==> src/rtl/wb_port_arbiter.sv <==
// ============================================================================
// Module   : wb_port_arbiter
// Purpose  : Shares the register-file write port between pipeline writeback
//            and a long-latency unit via a small in-order result buffer.
// Revision : 1.0 - initial release
// ============================================================================
`default_nettype none

module wb_port_arbiter #(
  parameter int DEPTH        = 2,
  parameter int STARVE_LIMIT = 4
) (
  input  logic                     clk,
  input  logic                     rst,
  input  logic                     ws_reg_wen,
  input  logic [4:0]               ws_rd,
  input  logic [31:0]              ws_reg_wdata,
  input  logic                     lu_valid,
  output logic                     lu_ready,
  input  logic [4:0]               lu_rd,
  input  logic [31:0]              lu_wdata,
  output logic                     rf_wen,
  output logic [4:0]               rf_waddr,
  output logic [31:0]              rf_wdata,
  output logic                     stall_req,
  output logic [$clog2(DEPTH):0]   buf_count
);

  localparam int c_AW = $clog2(DEPTH);
  localparam int c_CW = c_AW + 1;
  localparam int c_SW = 4;

  logic [DEPTH-1:0] r_live;
  logic [4:0]       r_rd   [DEPTH];
  logic [31:0]      r_data [DEPTH];
  logic [c_AW-1:0]  r_head;
  logic [c_AW-1:0]  r_tail;
  logic [c_CW-1:0]  r_count;
  logic [c_SW-1:0]  r_starve;
  logic             r_stall;
  logic             r_rf_wen;
  logic [4:0]       r_rf_waddr;
  logic [31:0]      r_rf_wdata;

  logic             w_pipe_wr;
  logic             w_lu_acc;
  logic             w_push;
  logic             w_empty;
  logic             w_head_live;
  logic             w_drain;
  logic             w_dead_pop;
  logic             w_pop;
  logic [c_CW-1:0]  w_count_next;
  logic [c_SW-1:0]  w_starve_next;

  assign w_pipe_wr   = ws_reg_wen && (ws_rd != 5'd0);
  // Credit comes only from the registered count, never from a same-cycle pop.
  assign lu_ready    = !rst && (r_count < c_CW'(DEPTH));
  assign w_lu_acc    = lu_valid && lu_ready;
  // Results to x0 or already overwritten by writeback are accepted but dropped.
  assign w_push      = w_lu_acc && (lu_rd != 5'd0) && !(w_pipe_wr && (lu_rd == ws_rd));
  assign w_empty     = (r_count == '0);
  assign w_head_live = !w_empty && r_live[r_head];
  assign w_drain     = !w_pipe_wr && w_head_live;
  assign w_dead_pop  = !w_empty && !r_live[r_head];
  assign w_pop       = w_drain || w_dead_pop;

  always_comb begin
    w_count_next = r_count;
    case ({w_push, w_pop})
      2'b10:   w_count_next = r_count + c_CW'(1);
      2'b01:   w_count_next = r_count - c_CW'(1);
      default: w_count_next = r_count;
    endcase
  end

  always_comb begin
    w_starve_next = r_starve;
    if (w_drain || w_empty) begin
      w_starve_next = '0;
    end else if (w_head_live && (r_starve != c_SW'(STARVE_LIMIT))) begin
      w_starve_next = r_starve + c_SW'(1);
    end
  end

  always_ff @(posedge clk) begin
    if (rst) begin
      r_live     <= '0;
      r_head     <= '0;
      r_tail     <= '0;
      r_count    <= '0;
      r_starve   <= '0;
      r_stall    <= 1'b0;
      r_rf_wen   <= 1'b0;
      r_rf_waddr <= '0;
      r_rf_wdata <= '0;
    end else begin
      // Buffered LU results are always older than the writeback instruction.
      for (int i = 0; i < DEPTH; i++) begin
        if (w_pipe_wr && (r_rd[i] == ws_rd)) begin
          r_live[i] <= 1'b0;
        end
      end
      if (w_push) begin
        r_live[r_tail] <= 1'b1;
        r_tail         <= r_tail + c_AW'(1);
      end
      if (w_pop) begin
        r_head <= r_head + c_AW'(1);
      end
      r_count  <= w_count_next;
      r_starve <= w_starve_next;
      r_stall  <= (w_starve_next == c_SW'(STARVE_LIMIT));
      r_rf_wen <= w_pipe_wr || w_drain;
      if (w_pipe_wr) begin
        r_rf_waddr <= ws_rd;
        r_rf_wdata <= ws_reg_wdata;
      end else if (w_drain) begin
        r_rf_waddr <= r_rd[r_head];
        r_rf_wdata <= r_data[r_head];
      end
    end
  end

  always_ff @(posedge clk) begin
    if (w_push) begin
      r_rd[r_tail]   <= lu_rd;
      r_data[r_tail] <= lu_wdata;
    end
  end

  assign rf_wen    = r_rf_wen;
  assign rf_waddr  = r_rf_waddr;
  assign rf_wdata  = r_rf_wdata;
  assign stall_req = r_stall;
  assign buf_count = r_count;

endmodule

`default_nettype wire
==> config.mk <==
export PLATFORM = sky130hd
export DESIGN_NAME = wb_port_arbiter
export DESIGN_NICKNAME = d
export VERILOG_FILES = /design/src/rtl/wb_port_arbiter.sv
export SDC_FILE = /design/constraint.sdc
export NUM_CORES = 1
export LEC_CHECK = 0
export ABC_AREA = 1
export BUFFER_PORTS_ARGS = -buffer_cell sky130_fd_sc_hd__buf_4
export CAP_MARGIN = 0
export CORE_MARGIN = 10
export CORE_UTILIZATION = 45
export CTS_CLUSTER_SIZE = 40
export DETAILED_ROUTE_END_ITERATION = 8
export PLACE_DENSITY = 0.69
export RECOVER_POWER = 100
export SYNTH_ARGS = -nofsm -noshare
export SYNTH_HDL_FRONTEND = slang
export SYNTH_SLANG_ARGS = --single-unit
==> constraint.sdc <==
create_clock -name clk -period 2.5 [get_ports clk]
set_input_delay 0.25 -clock clk [delete_from_list [all_inputs] [get_ports clk]]
set_output_delay 0.25 -clock clk [all_outputs]
set_load 0.01 [all_outputs]
==> flow_summary_export.csv <==
group,metric,value,unit
status,status,"completed",
yosys,synth_xor_xnor_area_share,2.875,%
detailed_routing,via_count,3928,
setup_path,crit_arrival,2.13,ns
setup_path,critPathTopFamily,"buffers and inverters",
yosys,synth_largest_area_cell,"edfxtp_1",
sta,slew_headroom,3.486,%
setup_path,cp_slowest_cell,"clkbuf_2",
die,die_area,16200,sq um
yosys,synth_most_common_cell,"nand2_1",
placed_design,portBuffers,119,
setup_path,reg2reg_to,"r_rd[0][2]",
setup_path,r2r_setup_slack,0.39,ns
detailed_routing,ant_nets,0,
yosys,synth_edf_count,74,
detailed_routing,vias_per_cell,5.121,
yosys,synth_fa_ha_area_share,0.7248,%
layout,fin_area,6452,sq um
sta,period_share,84.57,%
setup_path,cp_num_buf_inv,3,
yosys,ys_warn_count,0,
yosys,synth_cell_types,30,
layout,fin_nets,692,
setup_path,regToRegStartpoint,"buf_count[1]",
setup_path,endpoint_kind,"flop",
sta,setup_tns,0,ns
yosys,synth_common_cells,"141 x nand2_1, 74 x edfxtp_1, 68 x nand3_1",
yosys,syn-num-nets,577,
clock_tree,cts_resized,0,
placed_design,dpl-instance-area,6108,sq um
yosys,synth_top_family_by_area,"simple AND/OR/NAND/NOR gates",
sta,fmax,473.0,MHz
setup_path,start_kind,"flop",
yosys,postSynthAreaPerCell,10.44,sq um
global_routing,grt_util_all_layers,15.60,%
clock_tree,clock_path_buffers,2,
global_routing,grt_pass1_wl,20180,um
sta,hold_violations,0,
layout,fillCellCount,1024,
job,drv_cap,0,
clock_tree,cts_hold_buffers,0,
layout,antenna_cells,0,
die,ios,120,
setup_path,cp_max_fo,37,
hold_path,min_from,"lu_wdata[14]",
yosys,yosys.area_share.simple,20.71,%
clock_tree,cts_buffers,17,
global_routing,overflow,0,
power,power_density,940.6,nW/um^2
clock_tree,clk_pin_slew,0.06,ns
yosys,synthFlopType,"edfxtp_1",
power,power.leakage,2.615,nW
sta,rsz0062_at_grt,"false",
detailed_routing,drt_iter0_markers,245,
setup_path,r2r_cells,6,
yosys,synth_area,5179,sq um
layout,syn2layout_area_growth,24.60,%
detailed_routing,wirelength,12840,um
die,coreArea,11320,sq um
clock_tree,cts_setup_buffers,0,
setup_path,cp_common_cell,"inv_1",
die,die_y,127.3,um
global_routing,antenna_found_initial,0,
clock_tree,htreeDepth,4,
placed_design,place.gp.congestion,0.7925,
hold_path,hold_depth,1,
yosys,async_flop_share,0,%
yosys,ys_seq_area_share,62.24,%
layout,drive_gt1_share,17.47,%
yosys,synthTopCellsByArea,"edfxtp_1 43%, dfxtp_1 19%, nand2_1 10%",
die,die_x,127.3,um
setup_path,critPathRequiredTime,2.52,ns
clock_tree,insertion_delay,0.41,ns
sta,layout_min_cycle_time,2.114,ns
clock_tree,cts_root_buf,"clkbuf_16",
setup_path,max_stage_delay,0.81,ns
yosys,synth-seq-cells,124,
sta,clock_skew,0.009131,ns
yosys,netlist_instances,496,
sta,slew_viol_final,0,
setup_path,crit_chain,"nor2_1, nand3_1, inv_1, nand3_2, inv_1, clkbuf_2",
setup_path,path_class,"reg -> reg",
clock_tree,cts_tree,"built",
hold_path,worstHoldEndpoint,"r_data[1][14]",
detailed_routing,drc,0,
clock_tree,cts_sinks,124,
global_routing,grt_pass1_vias,4099,
hold_path,hp-class,"in -> reg",
sta,worst_pin_slew,1.448,ns
yosys,synth_mux_area_share,0.7731,%
placed_design,detailed_place_hpwl,8566,um
die,num_rows,39,
detailed_routing,first_pass_iters,4,
detailed_routing,avgRoutedWirePerCell,16.73,um
yosys,synth_compound_area_share,6.596,%
yosys,synth_top_area_share,42.91,%
power,ir_worst_vdd,403.1,uV
global_routing,grt_start_max_net_pins,39,
die,start_util,45.74,%
sta,setup-violations-final,0,
==> kinds of logic (layout without fill, tap and decap cells) <==
kind of cell             after synthesis  after routing
AND/OR/NAND/NOR                      243            243
adder cells (fa/ha/maj)                3              3
flip-flops                           124            124
XOR/XNOR                              17             17
multiplexers                           4              4
buffers and inverters                 54            182
AO/OA/AOI/OAI                         51             51
==> area by class of cell <==
type	count	area, sq um	share of cell area, %
flip-flops and latches	124	3224	49.97
multi-input cells	318	1630	25.27
repair buffers	125	714.4	11.07
clock buffers	18	429.2	6.651
well taps	143	178.9	2.773
clock inverters	14	176.4	2.734
inverters	25	98.84	1.532
==> worst register-to-register path: stages (launching register included) <==
cell	delay (ns)
dfxtp_1	0.33
nor2_1	0.18
nand3_1	0.10
inv_1	0.14
nand3_2	0.10
inv_1	0.06
clkbuf_2	0.81
==> through the flow <==
step                total power, mW  std cells  utilization (%)  setup slack, ns  hold WS, ns
floorplan                     3.255        496                -           0.3301       0.3489
global placement              3.684        735            53.96           0.6083       0.4350
detailed placement            3.718        735            53.96           0.5367       0.4377
CTS                           6.221        767            59.31           0.5178     0.007794
global route                  6.361        767            57.00           0.1981      0.03677
finish                        6.069        767            57.00           0.3857      0.04740
==> routing by layer <==
| layer | wire, um | GRT usage, % | part of all wire (%) | vias to the layer above |
|---|---|---|---|---|
| met3 | 778 | 4.591 | 6.1 | 19 |
| met5 | 0 | 0 | 0 | - |
| met1 | 5181 | 17.84 | 40 | 1854 |
| met2 | 6652 | 26.32 | 52 | 122 |
| li1 | - | - | - | 1933 |
| met4 | 223 | 7.167 | 1.7 | 0 |
==> sequential cells by signal, indices dropped and copies added, names as in the netlist, named ones only <==
register	count
buf_count	2
r_data	64
r_head	1
r_live	2
r_rd	10
r_starve	4
r_tail	1
rf_waddr	5
rf_wdata	32
rf_wen	1
stall_req	1
==> cell usage in the layout (no fill, tap or decap) <==
master and instances:
nand2_1 141, buf_4 43, nand3_4 1, nor3_1 2, clkbuf_2 1, a21oi_1 8, nor2_1 22, dfxtp_1 49
nor2_2 1, a21oi_2 1, xor2_1 7, clkbuf_16 17, inv_6 1, clkinv_2 5, o211ai_1 33, ha_1 3
nand3_2 1, dfxtp_2 1, xnor2_1 10, nor2_4 2, clkinv_1 2, mux2i_1 4, inv_1 21, nand2_4 3
edfxtp_1 74, o21ai_0 9, clkbuf_4 22, clkbuf_1 60, nand3_1 70, clkinv_4 1, bufinv_16 4, inv_2 3
clkinvlp_4 2
==> power breakdown <==
| part | internal, mW | switching, mW | leakage, nW |
|---|---|---|---|
| clock network | 1.65 | 0.844 | 0.294 |
| logic | 0.366 | 0.664 | 1.23 |
| registers | 2.38 | 0.163 | 1.09 |
| total | 4.40 | 1.67 | 2.61 |
==> worst max path at each step <==
stage | start | endpoint | depth (start not counted)
2_1_floorplan | ws_rd[1] | r_data[1][0] | 9
6_report | buf_count[1] | r_rd[0][2] | 6
4_1_cts | buf_count[0] | rf_wdata[21] | 8
3_3_place_gp | buf_count[1] | buf_count[1] | 11
3_5_place_dp | buf_count[0] | rf_wdata[19] | 8
5_1_grt | ws_rd[4] | rf_wdata[16] | 8
(Power assumes the default switching activity.)
